**src/rtl/serializer_tx.sv**
```systemverilog
`default_nettype none
// ============================================================================
//  Module   : serializer_tx
//  Purpose  : Parallel-to-serial transmitter for the ANN weight/activation link.
//             Bytes enter through a valid/ready handshake into a small FIFO and
//             leave MSB-first, one bit per clock, qualified by data_ready.
//             There are no framing bits: each byte is exactly DATA_W strobes.
//  Ports    : clk        - clock, rising edge
//             reset      - synchronous, active-high reset
//             din        - parallel byte to send
//             din_valid  - din is valid this cycle
//             din_ready  - FIFO can accept (not full)
//             ser_out    - serial data bit, MSB first (0 when data_ready=0)
//             data_ready - ser_out carries a valid bit this cycle
//             frame_done - 1-cycle pulse with the last (LSB) bit of a byte
//             busy       - FIFO non-empty or transmission in progress
//             fifo_count - current FIFO occupancy
//  Revision : 1.0 - initial release
// ============================================================================
module serializer_tx #(
    parameter int DATA_W     = 8,
    parameter int FIFO_DEPTH = 4,
    parameter int GAP_CYCLES = 0
) (
    input  logic                          clk,
    input  logic                          reset,
    input  logic [DATA_W-1:0]             din,
    input  logic                          din_valid,
    output logic                          din_ready,
    output logic                          ser_out,
    output logic                          data_ready,
    output logic                          frame_done,
    output logic                          busy,
    output logic [$clog2(FIFO_DEPTH):0]   fifo_count
);

    localparam int PTR_W = $clog2(FIFO_DEPTH);
    localparam int CNT_W = (DATA_W > 1) ? $clog2(DATA_W) : 1;

    localparam logic [CNT_W-1:0] c_LAST_BIT = CNT_W'(DATA_W - 1);
    localparam logic [3:0]       c_GAP_LAST = 4'((GAP_CYCLES > 0) ? GAP_CYCLES - 1 : 0);
    localparam logic [PTR_W:0]   c_FULL     = (PTR_W + 1)'(FIFO_DEPTH);

    typedef enum logic [1:0] {
        S_IDLE  = 2'd0,
        S_SHIFT = 2'd1,
        S_GAP   = 2'd2
    } state_e;

    state_e              state_q,   state_d;
    logic [DATA_W-1:0]   shift_q,   shift_d;
    logic [CNT_W-1:0]    bit_cnt_q, bit_cnt_d;
    logic [3:0]          gap_cnt_q, gap_cnt_d;
    logic [PTR_W-1:0]    wr_ptr_q,  wr_ptr_d;
    logic [PTR_W-1:0]    rd_ptr_q,  rd_ptr_d;
    logic [PTR_W:0]      count_q,   count_d;
    logic [DATA_W-1:0]   mem_q [FIFO_DEPTH];

    logic                w_push;
    logic                w_pop;
    logic                w_empty;

    // Full/empty come from the registered occupancy only; the pointers simply
    // wrap modulo FIFO_DEPTH.
    assign w_empty = (count_q == '0);
    assign w_push  = din_valid && (count_q != c_FULL);

    // ------------------------------------------------------------------------
    // Next-state logic. The pop decision lives here so that a pop only ever
    // sees data already stored on a previous edge (no same-edge bypass).
    // ------------------------------------------------------------------------
    always_comb begin
        state_d   = state_q;
        shift_d   = shift_q;
        bit_cnt_d = bit_cnt_q;
        gap_cnt_d = gap_cnt_q;
        w_pop     = 1'b0;

        case (state_q)
            S_IDLE: begin
                if (!w_empty) begin
                    w_pop     = 1'b1;
                    shift_d   = mem_q[rd_ptr_q];
                    bit_cnt_d = '0;
                    state_d   = S_SHIFT;
                end
            end

            S_SHIFT: begin
                shift_d   = shift_q << 1;
                bit_cnt_d = bit_cnt_q + CNT_W'(1);
                if (bit_cnt_q == c_LAST_BIT) begin
                    bit_cnt_d = '0;
                    if (GAP_CYCLES > 0) begin
                        gap_cnt_d = '0;
                        state_d   = S_GAP;
                    end else if (!w_empty) begin
                        // Chain straight into the next byte: no bubble.
                        w_pop   = 1'b1;
                        shift_d = mem_q[rd_ptr_q];
                    end else begin
                        state_d = S_IDLE;
                    end
                end
            end

            S_GAP: begin
                if (gap_cnt_q == c_GAP_LAST) begin
                    state_d = S_IDLE;
                end else begin
                    gap_cnt_d = gap_cnt_q + 4'd1;
                end
            end

            default: begin
                state_d = S_IDLE;
            end
        endcase
    end

    always_comb begin
        wr_ptr_d = w_push ? wr_ptr_q + PTR_W'(1) : wr_ptr_q;
        rd_ptr_d = w_pop  ? rd_ptr_q + PTR_W'(1) : rd_ptr_q;
        case ({w_push, w_pop})
            2'b10:   count_d = count_q + (PTR_W + 1)'(1);
            2'b01:   count_d = count_q - (PTR_W + 1)'(1);
            default: count_d = count_q;
        endcase
    end

    always_ff @(posedge clk) begin
        if (reset) begin
            state_q   <= S_IDLE;
            shift_q   <= '0;
            bit_cnt_q <= '0;
            gap_cnt_q <= '0;
            wr_ptr_q  <= '0;
            rd_ptr_q  <= '0;
            count_q   <= '0;
        end else begin
            state_q   <= state_d;
            shift_q   <= shift_d;
            bit_cnt_q <= bit_cnt_d;
            gap_cnt_q <= gap_cnt_d;
            wr_ptr_q  <= wr_ptr_d;
            rd_ptr_q  <= rd_ptr_d;
            count_q   <= count_d;
        end
    end

    // Storage needs no reset: an entry is only read after it has been written.
    always_ff @(posedge clk) begin
        if (w_push) begin
            mem_q[wr_ptr_q] <= din;
        end
    end

    // Outputs are decoded purely from registered state, so they change only
    // on the clock edge. ser_out is forced low outside of SHIFT.
    assign data_ready = (state_q == S_SHIFT);
    assign ser_out    = data_ready & shift_q[DATA_W-1];
    assign frame_done = data_ready && (bit_cnt_q == c_LAST_BIT);
    assign busy       = (state_q != S_IDLE) || !w_empty;
    assign din_ready  = (count_q != c_FULL);
    assign fifo_count = count_q;

endmodule
`default_nettype wire

```
**config.mk**
```make
export PLATFORM = sky130hd
export DESIGN_NAME = serializer_tx
export DESIGN_NICKNAME = d
export VERILOG_FILES = /design/src/rtl/serializer_tx.sv
export SDC_FILE = /design/constraint.sdc
export NUM_CORES = 1
export LEC_CHECK = 0
export CORE_MARGIN = 2
export CORE_UTILIZATION = 45
export DETAILED_ROUTE_END_ITERATION = 12
export DONT_BUFFER_PORTS = 1
export MAX_ROUTING_LAYER = met4
export REMOVE_ABC_BUFFERS = 1
export SLEW_MARGIN = 40
export SYNTH_ARGS = -nofsm -noshare
export SYNTH_HDL_FRONTEND = slang
export SYNTH_SLANG_ARGS = --single-unit
```
**constraint.sdc**
```tcl
create_clock -name clk -period 3.78 [get_ports clk]
set_input_delay 0.567 -clock clk [delete_from_list [all_inputs] [get_ports clk]]
set_output_delay 0.567 -clock clk [all_outputs]
set_load 0.01 [all_outputs]
```
==> results_dict.tcl <==
set metrics [dict create \
    worst-path-max-fanout 10 \
    antenna_found_initial 0 \
    multi_input_area_um2 732 \
    syn_area_per_cell_um2 15.3 \
    p_per_area_nw_per_um2 687 \
    ys_seq_elements 53 \
    cts-hold-fix-buffers 0 \
    seqPwrFrac_pct 52.8 \
    rsz0062_at_grt "no" \
    vias 1165 \
    async_flop_share_pct 0 \
    wl_mm 3.57 \
    arrival_ns 2.87 \
    htreeDepth 2 \
    p_leak_nw 0.777 \
    clk_latency_ns 0.31 \
    syn_to_final_growth_pct 5.45 \
    hold_viol_final 0 \
    cts.sinks 53 \
    synth_area_leader_cell "edfxtp_1" \
    synth_cells 143 \
    fin_nets 163 \
    timing.setup.tns_ns 0 \
    relSlewSlack_pct 63.4 \
    post-route-min-period_ns 2.62 \
    grt_pass1_wl_mm 5.79 \
    skew_ns 0.00498 \
    grt.total_usage_pct 15.1 \
    synthFlopType "edfxtp_1" \
    core_area_um2 4690 \
    synth-edff-count 32 \
    fp.dieW_um 73.6 \
    overflow 0 \
    crit_path_end_kind "flop" \
    cts_resized 0 \
    clkTransAtPathRegs_ns 0.09 \
    peakVddDrop_uv 273 \
    total_power_mw 1.58 \
    io_buffers 0 \
    route.detailed.drc 0 \
    initial_utilization_pct 46.5 \
    numCtsBuffers 5 \
    ys_top_cells_by_area "edfxtp_1, dfxtp_1, mux4_2, ha_1, a221o_1" \
    first_pass_iters 4 \
    synth_top_area_share_pct 44.1 \
    die_h_um 73.6 \
    grtUsageMet1_pct 19.0 \
    crit_type "reg2reg" \
    outcome "complete, no violations" \
    cts_tree "done" \
    cp.required_ns 4.02 \
    ys_top_cells_by_count "edfxtp_1, dfxtp_1, mux4_2, nor2_1" \
    met3_usage_pct 5.62 \
    n_fill_cell 400 \
    drt_iter0_drc 32 \
    max_freq_mhz 381 \
    first_global_vias 1173 \
    start_kind "flop" \
    min_path_type "in2reg" \
    syn_area_um2 2180 \
    p_sw_uw 523 \
    fin_crit_sh_pct 69.4 \
    io_pins 19 \
    combPwrFrac_pct 27.1 \
    grt_util_met2_pct 22.3 \
    wl_per_cell_um 18.0 \
    cts_root_buf "clkbuf_8" \
    drive_above_1_share_pct 18.6 \
    ys_warn_count 0 \
    final_max_slew_viol_count 0 \
    synth.distinct_cells 35 \
    busiest_layer "met2" \
    viasPerCell 5.85 \
    diodes 0 \
    power.clock.fraction_pct 20.1 \
    synth_most_common_cell "edfxtp_1" \
    p_int_mw 1.06 \
    gp_congestion 0.686 \
    swShare_pct 33.1 \
    grt_start_max_net_pins 23 \
    dpl.hpwl_mm 2.45 \
    antenna_left 0 \
    post_cts_buffers 0 \
    die_area_um2 5420 \
    worstMarginPinSlew_ns 0.549 \
    fp-row-count 25 \
    setup_viol 0 \
    clock_path_buffers 2 \
    maxCapViolations 0 \
    regArea_um2 1380 \
    ys_seq_area_share_pct 63.3 \
]
area by class of cell:
| class | instances | area share (%) |
|---|---|---|
| clock buffer | 5 | 2.99 |
| clock inverter | 3 | 0.871 |
| inverter | 8 | 1.31 |
| multi-input combinational | 76 | 31.8 |
| sequential | 53 | 60.1 |
| tap | 54 | 2.94 |
routing by layer:
metal | wire length [µm] | vias up
met4 | 61 | 0
met1 | 1680 | 588
met2 | 1650 | 20
li1 | - | 550
met5 | 0 | -
met3 | 182 | 7
power groups by stage:
stage | registers (mW) | clock network, mW | logic (mW)
4_1_cts | 0.838 | 0.327 | 0.431
3_5_place_dp | 0.852 | 0 | 0.429
3_3_place_gp | 0.843 | 0 | 0.406
5_1_grt | 0.853 | 0.353 | 0.477
2_1_floorplan | 0.821 | 0 | 0.349
6_report | 0.834 | 0.317 | 0.429
per-stage QoR:
step,instance area (µm²),std cells,hold WS [ns],util [%],setup WS [ns]
after CTS,2300,199,0.306,49.0,1.15
after global placement,2210,191,0.457,47.1,1.24
final,2300,199,0.323,49.0,1.16
after global routing,2300,199,0.299,49.0,1.05
after detailed placement,2210,191,0.470,47.1,1.18
after floorplan,2140,137,0.447,-,1.34
sequential cells by signal, summed over array words and instances, names as in the netlist, named ones only:
signal and cells:
fifo_count 3, shift_q 8, wr_ptr_q 2, rd_ptr_q 2
mem_q 32, state_q 1, bit_cnt_q 3
final timing paths:
kind / endpoint / cells past startpoint / slack (ns) / from
hold / removal: wr_ptr_q[1]$_SDFFE_PP0P_ / 1 / 0.32 / reset
setup reg to reg: fifo_count[2]$_SDFFE_PP0P_ / 8 / 1.16 / fifo_count[2]$_SDFFE_PP0P_
setup / recovery: fifo_count[2]$_SDFFE_PP0P_ / 8 / 1.16 / fifo_count[2]$_SDFFE_PP0P_
hold reg to reg: shift_q[3]$_SDFFE_PP0P_ / 1 / 0.49 / shift_q[2]$_SDFFE_PP0P_
worst max-delay path: stages (launching register included):
cell	delay (ns)
dfxtp_1	0.54
or3b_1	0.56
nand2_1	0.14
ha_1	0.18
inv_1	0.06
fa_1	0.37
xor2_1	0.16
or3_2	0.41
a21oi_1	0.14
layout by cell type, fill, tap and decap left out, types with 2 or more instances in the layout:
| master | synthesis | layout |
|---|---|---|
| clkbuf_8 | 0 | 5 |
| and3_2 | 4 | 4 |
| nor3_2 | 2 | 2 |
| nand3_1 | 2 | 2 |
| dfxtp_1 | 21 | 21 |
| a21oi_1 | 7 | 7 |
| nor2_1 | 8 | 8 |
| nor3b_1 | 7 | 7 |
| mux4_2 | 8 | 8 |
| ha_1 | 7 | 7 |
| xor2_1 | 2 | 2 |
| a221o_1 | 7 | 7 |
| and2_1 | 2 | 2 |
| a22oi_1 | 2 | 2 |
| o21ai_0 | 2 | 2 |
| a21o_1 | 2 | 2 |
| edfxtp_1 | 32 | 32 |
| inv_1 | 7 | 7 |
kinds of logic after synthesis:
family                   share of synthesized area (%)
flip-flops                                        63.3
AND/OR/NAND/NOR                                   10.8
AO/OA/AOI/OAI                                     8.26
buffers and inverters                             3.10
multiplexers                                      8.72
adder cells (fa/ha/maj)                           4.93
XOR/XNOR                                         0.803
Power figures use the tool's default switching activity.
